**src/rtl/fetch_seq_pkg.sv**
```systemverilog
// Shared encodings for the fetch sequencer: next-address operations and FSM states.
// Latency: none (types and constants only).
// Backpressure: not applicable.
package fetch_seq_pkg;

    localparam int PC_OP_W = 3;

    // Next-address operation; unlisted codes behave as HOLD.
    typedef enum logic [PC_OP_W-1:0] {
        OP_HOLD = 3'b000,
        OP_INC  = 3'b001,
        OP_JUMP = 3'b010,
        OP_CALL = 3'b011,
        OP_RET  = 3'b100,
        OP_HALT = 3'b101
    } pc_op_e;

    // Sequencer state: one BOOT cycle after reset, then RUN until a HALT op.
    typedef enum logic [1:0] {
        ST_BOOT = 2'd0,
        ST_RUN  = 2'd1,
        ST_HALT = 2'd2
    } state_e;

endpackage

```
**src/rtl/fetch_ret_stack.sv**
```systemverilog
// LIFO of return addresses used by CALL/RET.
// Latency: push/pop take effect on the next clock edge; top/full/empty reflect current contents.
// Backpressure: none; push when full and pop when empty are ignored, and the caller flags them.
module fetch_ret_stack #(
    parameter int WIDTH = 6,
    parameter int DEPTH = 4
) (
    input  logic             clk,
    input  logic             res,
    input  logic             push,
    input  logic             pop,
    input  logic [WIDTH-1:0] push_data,
    output logic [WIDTH-1:0] top,
    output logic             full,
    output logic             empty
);

    localparam int CNT_W = $clog2(DEPTH + 1);
    localparam int IDX_W = (DEPTH > 1) ? $clog2(DEPTH) : 1;

    logic [WIDTH-1:0] mem [DEPTH];
    logic [CNT_W-1:0] count;
    logic [IDX_W-1:0] wr_idx;
    logic [IDX_W-1:0] rd_idx;

    // count is the index of the next free slot; the top entry sits just below it.
    assign wr_idx = IDX_W'(count);
    assign rd_idx = IDX_W'(count - CNT_W'(1));
    assign full   = (count == CNT_W'(DEPTH));
    assign empty  = (count == '0);
    assign top    = mem[rd_idx];

    // Entry storage; contents above count are don't-care, so no reset is needed.
    always_ff @(posedge clk) begin
        if (push && !full) begin
            mem[wr_idx] <= push_data;
        end
    end

    // Occupancy; reset empties the stack so no partial update survives.
    always_ff @(posedge clk or negedge res) begin
        if (!res) begin
            count <= '0;
        end else if (push && !full) begin
            count <= count + CNT_W'(1);
        end else if (pop && !empty) begin
            count <= count - CNT_W'(1);
        end
    end

endmodule

```
**src/rtl/fetch_sequencer.sv**
```systemverilog
// Instruction fetch address sequencer (BOOT/RUN/HALT) with optional return stack (FETCH_SEQ_STACK_EN).
// Latency: addr updates one edge after pc_op; instr_valid marks memory data one cycle after a RUN fetch.
// Backpressure: stall freezes addr, stack and flags and suppresses instr_valid on the following cycle.
module fetch_sequencer
    import fetch_seq_pkg::*;
#(
    parameter int ADDR_W      = 6,
    parameter int INSTR_W     = 9,
    parameter int STACK_DEPTH = 4,
    parameter int RESET_ADDR  = 0
) (
    input  logic               clk,
    input  logic               res,
    input  logic [PC_OP_W-1:0] pc_op,
    input  logic [ADDR_W-1:0]  target,
    input  logic               stall,
    output logic [ADDR_W-1:0]  addr,
    input  logic [INSTR_W-1:0] instr_in,
    output logic [INSTR_W-1:0] instr_out,
    output logic               instr_valid,
    output logic               halted,
    output logic               stack_ovf,
    output logic               stack_unf
);

    localparam logic [ADDR_W-1:0] RST_ADDR = ADDR_W'(RESET_ADDR);

    state_e            state;
    state_e            state_nxt;
    logic [ADDR_W-1:0] addr_nxt;
    logic [ADDR_W-1:0] addr_inc;

    // Wraps modulo 2^ADDR_W without any flag.
    assign addr_inc  = addr + ADDR_W'(1);
    assign instr_out = instr_in;
    assign halted    = (state == ST_HALT);

`ifdef FETCH_SEQ_STACK_EN
    logic              push;
    logic              pop;
    logic              ovf_set;
    logic              unf_set;
    logic              stk_full;
    logic              stk_empty;
    logic [ADDR_W-1:0] stk_top;

    fetch_ret_stack #(
        .WIDTH (ADDR_W),
        .DEPTH (STACK_DEPTH)
    ) u_ret_stack (
        .clk       (clk),
        .res       (res),
        .push      (push),
        .pop       (pop),
        .push_data (addr_inc),
        .top       (stk_top),
        .full      (stk_full),
        .empty     (stk_empty)
    );
`endif

    // Next state, next address and stack requests; only RUN without stall changes anything.
    always_comb begin
        state_nxt = state;
        addr_nxt  = addr;
`ifdef FETCH_SEQ_STACK_EN
        push      = 1'b0;
        pop       = 1'b0;
        ovf_set   = 1'b0;
        unf_set   = 1'b0;
`endif
        case (state)
            ST_BOOT: state_nxt = ST_RUN;
            ST_RUN: begin
                if (!stall) begin
                    case (pc_op)
                        OP_INC:  addr_nxt = addr_inc;
                        OP_JUMP: addr_nxt = target;
                        OP_CALL: begin
                            // A full stack still takes the jump; only the return address is lost.
                            addr_nxt = target;
`ifdef FETCH_SEQ_STACK_EN
                            if (stk_full) begin
                                ovf_set = 1'b1;
                            end else begin
                                push = 1'b1;
                            end
`endif
                        end
                        OP_RET: begin
`ifdef FETCH_SEQ_STACK_EN
                            // Returning with nothing to return to degrades to a sequential fetch.
                            if (stk_empty) begin
                                addr_nxt = addr_inc;
                                unf_set  = 1'b1;
                            end else begin
                                addr_nxt = stk_top;
                                pop      = 1'b1;
                            end
`else
                            addr_nxt = addr_inc;
`endif
                        end
                        OP_HALT: state_nxt = ST_HALT;
                        default: addr_nxt = addr;
                    endcase
                end
            end
            ST_HALT: state_nxt = ST_HALT;
            default: state_nxt = ST_BOOT;
        endcase
    end

    // State register; HALT is only left through reset.
    always_ff @(posedge clk or negedge res) begin
        if (!res) begin
            state <= ST_BOOT;
        end else begin
            state <= state_nxt;
        end
    end

    // Fetch address and valid: memory data is fresh one cycle after an unstalled RUN cycle.
    always_ff @(posedge clk or negedge res) begin
        if (!res) begin
            addr        <= RST_ADDR;
            instr_valid <= 1'b0;
        end else begin
            addr        <= addr_nxt;
            instr_valid <= (state == ST_RUN) && !stall;
        end
    end

`ifdef FETCH_SEQ_STACK_EN
    // Sticky stack error flags, cleared only by reset.
    always_ff @(posedge clk or negedge res) begin
        if (!res) begin
            stack_ovf <= 1'b0;
            stack_unf <= 1'b0;
        end else begin
            stack_ovf <= stack_ovf | ovf_set;
            stack_unf <= stack_unf | unf_set;
        end
    end
`else
    assign stack_ovf = 1'b0;
    assign stack_unf = 1'b0;
`endif

endmodule

```
**config.mk**
```make
export PLATFORM = sky130hd
export DESIGN_NAME = fetch_sequencer
export DESIGN_NICKNAME = d
export VERILOG_FILES = /design/src/rtl/fetch_seq_pkg.sv /design/src/rtl/fetch_ret_stack.sv /design/src/rtl/fetch_sequencer.sv
export SDC_FILE = /design/constraint.sdc
export NUM_CORES = 1
export LEC_CHECK = 0
export ABC_AREA = 1
export CELL_PAD_IN_SITES_DETAIL_PLACEMENT = 1
export CELL_PAD_IN_SITES_GLOBAL_PLACEMENT = 1
export CORE_AREA = 5 5 58 60
export DETAILED_ROUTE_END_ITERATION = 8
export DIE_AREA = 0 0 63 65
export PLACE_DENSITY_LB_ADDON = 0.08
export SLEW_MARGIN = 30
export SYNTH_ARGS = -nofsm -noshare
export SYNTH_HDL_FRONTEND = slang
export SYNTH_SLANG_ARGS = --single-unit
```
**constraint.sdc**
```tcl
create_clock -name clk -period 3.2 [get_ports clk]
set_input_delay 0.48 -clock clk [delete_from_list [all_inputs] [get_ports clk]]
set_output_delay 0.48 -clock clk [all_outputs]
set_load 0.05 [all_outputs]
```
Word level (Yosys, flattened, before mapping). Index checks and enable logic that the tools add are counted.

Bits in writable memories: 0. Word-level logic and storage cells: 26. Output and inout port bits: 19. Input bits: 21. Bits in registers: 9. Latch bits: 0. Bits in read-only memories: 0. Memories: 0.

$mul: 0. Bitwise operators: 1. Reduce and logical (&&, ||, !) cells: 8. Shift-type cells: 0. Equal/unequal tests: 9. Add/subtract/negate cells: 1. Div/mod/pow operators: 0. Muxes and demuxes: 4. $lt $le $gt $ge: 0.

Operators by type and width (count): 6-bit one-hot mux with 2 select lines (1); 6-bit by 1-bit adder with 6-bit output (second input constant) (1); 3-bit by 2-bit equality test with 1-bit output (second input constant) (2); 3-bit equality test (second input constant) (2); 2-bit one-hot mux with 3 select lines (1); 2-bit 2-to-1 mux (2); 2-bit OR reduction (2); 3-bit by 1-bit equality test with 1-bit output (second input constant) (1); 3-bit AND reduction (1); 2-bit by 1-bit equality test with 1-bit output (second input constant) (1); 2-bit equality test (second input constant) (1); 2-bit zero test (1); 2-bit by 1-bit != test with 1-bit output (second input constant) (1); 2-bit != test (second input constant) (1); 2-bit AND reduction (1); 2-bit nonzero test (1); 1-bit logical AND (1); 1-bit zero test (1); 1-bit inverter (1).

Depth between registers and ports, before layout.
Word-level depth: 4. Mapped depth: 8.

Worst setup path after synthesis. No wires, ideal clock.

Path type: register to register. Start: register addr[0]. End: register addr[4]. Setup time: 66 ps. Stages on the path, launching flop included: 8. Data required time: 3134 ps. Path buffers: 0. Arrival: 1350 ps. Setup slack: 1784 ps. Path through: dfrtp_1 -> ha_1 -> nand2_1 -> o21bai_1 -> nand3_1 -> nand2_1 -> nand2_1 -> nand2_1.

Word-level cells in the longest chain between the ends: 2.

RTL lines: start, declared (RTL line fetch_sequencer.sv:17) `output logic [ADDR_W-1:0] addr,`; start signal, assigned (RTL line fetch_sequencer.sv:129) `addr <= addr_nxt;`; 6-bit by 1-bit adder with 6-bit output (RTL line fetch_sequencer.sv:34) `assign addr_inc = addr + ADDR_W'(1);`; 6-bit one-hot mux with 2 select lines (RTL line fetch_sequencer.sv:76) `case (pc_op)`.

No other way between the ends. A chain may end at the register's enable or synchronous reset.

Final worst setup path.
Start: register state[0]. End: output halted.

Word-level cells in the longest chain between the ends: 1.

RTL lines: start, declared (RTL line fetch_sequencer.sv:28) `state_e state;`; start signal, assigned (RTL line fetch_sequencer.sv:119) `state <= state_nxt;`; 2-bit equality test (RTL line fetch_sequencer.sv:36) `assign halted = (state == ST_HALT);`; end, declared (RTL line fetch_sequencer.sv:21) `output logic halted,`.

No other way between the ends.

==> impl_metrics.csv <==
group,metric,value,unit
status,status,"finished, final reports clean",
floorplan,ios,40,
cts,post_cts_resized,0,
placement,pre_cts_ws,1.32,ns
cts,path_clk_slew,0.07,ns
routing,first_pass_iters,2,
placement,placement.io_buffers,19,
timing,maxSlewViolCount,0,
routing,wl,1.63,mm
synth,ys_seq_elements,9,
global_routing,grt_use_total,8.89,%
timing,finalCriticalPeriod,2.15,ns
timing,fin_skew,0.00988,ns
routing,drt-initial-drc-count,15,
cts,cts_hold_buf,0,
worst_setup_path,endpoint_kind,"output port",
cells_and_area,antenna_cells,0,
synth,synth-edff-count,0,
synth,synthArstFlopShare,100,%
global_routing,grtUsageMet2,13.2,%
cts,cts_made_buffers,3,
cells_and_area,fin_cells,140,
global_routing,grt-ovfl-total,0,
floorplan,die_w,63,µm
worst_setup_path,cp_max_fo,3,
timing,max_freq,466,MHz
synth,synth_most_common_cell,"nand2_1",
routing,routedWlPerCell,11.6,µm
placement,hpwlAfterDp,1.35,mm
floorplan,core-area,2880,µm²
global_routing,top_usage_layer,"met2",
synth,synth_top_area_cell,"dfrtp_1",
cells_and_area,area_growth,24.9,%
min_path,hp-class,"in2async",
synth,ys_types,21,
timing,rsz0062_at_grt,"no",
floorplan,initial_utilization,25.0,%
global_routing,grt_pass1_vias,606,
synth,syn_area,718,µm²
synth,synth_area_leaders,"dfrtp_1, nand2_1, buf_4, ha_1, nand2_2",
synth,yosysWarnings,0,
floorplan,die_y,65,µm
routing,drc,0,
synth,postSynthAreaPerCell,7.64,µm²
power,p_leak,0.427,nW
cts,clock_latency,0.26,ns
routing,antenna_left,0,
synth,synth_top_area_share,31.4,%
global_routing,grtUsageMet1,11.0,%
worst_setup_path,cp_cell_sequence,"inv_1, ha_1, clkdlybuf4s50_1",
synth,synthTopCellsByCount,"nand2_1, buf_4, dfrtp_1",
placement,gp_congestion,0.696,
cts,root_buffer,"clkbuf_4",
cts,cts_setup_buffers,0,
cts,tritoncts,"built",
worst_setup_path,critPathArrivalTime,1.67,ns
timing,timing.final.ws_setup,1.05,ns
worst_setup_path,crit_path_start_kind,"flop",
global_routing,grt_first_pass_wirelength,2.79,mm
placement,dp.cells,136,
cts,cts_sinks,9,
timing,setup_viol,0,
flow_run,maxCapViolations,0,
power,ir_drop,0.300,mV
global_routing,grt_max_degree,10,
synth,ys_seq_area_share,31.4,%
cells_and_area,drive_gt1_share,15.0,%
power,power_density,863,nW/µm²
worst_setup_path,slowest_delay,0.79,ns
cts,clockBufferDepth,2,
timing,hold_viol,0,
worst_setup_path,cp_top_family,"buffers and inverters",
routing,routed_via_density,4.23,
floorplan,row_count,20,
global_routing,gr-usage-met3,3.12,%
global_routing,antenna_found_initial,0,
synth,synth_flop_cell,"dfrtp_1",
timing,fin_crit_sh,67.1,%
cts,htreeDepth,1,
worst_setup_path,path_class,"reg2out",
worst_setup_path,path_buf_inv,2,
worst_setup_path,critPathRequiredTime,2.72,ns
timing,tns,0,ns
worst_setup_path,critPathSlowestCell,"clkdlybuf4s50_1",
floorplan,die_area,4100,µm²
cells_and_area,nets,133,
synth,synth_cells,94,
routing,dr_total_vias,592,
cells_and_area,utilization,31.2,%
## state kept, by name, indices dropped and copies added (netlist names)
name,cells
addr,6
instr_valid,1
state,2
## layout by cell type (no fill, tap or decap), drive strengths merged
cell,netlist,layout
a21oi,1,1
nor2,5,5
ha,4,4
nand4,2,2
clkbuf,0,4
o21bai,1,1
xnor2,1,1
o31ai,1,1
nand2,38,38
nand3,5,5
clkdlybuf4s50,0,19
dfrtp,9,9
conb,1,2
inv,9,9
o21ai,6,6
## area by class of cell
| cell class | count | area (µm²) |
|---|---|---|
| Multi-Input combinational cell | 66 | 380 |
| Inverter | 9 | 33.8 |
| Fill cell | 356 | 1980 |
| Clock buffer | 4 | 26.3 |
| Timing Repair Buffer | 19 | 190 |
| Tap cell | 33 | 41.3 |
| Sequential cell | 9 | 225 |
## stage by stage
| step | instance area (µm²) | power [W] | hold slack (ns) |
|---|---|---|---|
| floorplan | 722 | 0.000574 | 0.184 |
| global placement | 871 | 0.000690 | 0.525 |
| detailed placement | 871 | 0.000695 | 0.536 |
| CTS | 897 | 0.000786 | 0.549 |
| global route | 897 | 0.000844 | 0.550 |
| finish | 897 | 0.000774 | 0.516 |
## path summary, 6_finish.rpt
| path | start | endpoint | slack (ns) | cells past startpoint |
|---|---|---|---|---|
| max | state[0] | halted | 1.05 | 3 |
| min | res | addr[3] | 0.52 | 1 |
| max reg2reg | state[1] | addr[5] | 1.91 | 8 |
| min reg2reg | addr[5] | addr[5] | 0.54 | 2 |
| max in group asynchronous | res | addr[5] | 2.38 | 1 |
| min in group clk | addr[5] | addr[5] | 0.54 | 2 |
## logic make-up after synthesis
group                      synth area share (%)
xor gates and xnor gates                   1.22
adders and majority gates                  6.97
other                                     0.522
DFF                                        31.4
buffers and inverters                      16.2
AOI/OAI and AO/OA                          10.5
and+or+nand+nor                            33.3
## routing by layer
metal  wire, µm  vias to the layer above
met3        117                        6
met4         40                        0
li1           -                      308
met2        729                       17
met5          0                        -
met1        738                      261
## report_power, final
group / internal [W] / switching [W]
Sequential: 0.000166 / 0.0000585
Clock: 0.0000480 / 0.0000419
Combinational: 0.000164 / 0.000296
Total: 0.000378 / 0.000397
Power figures use the tool's default switching activity.
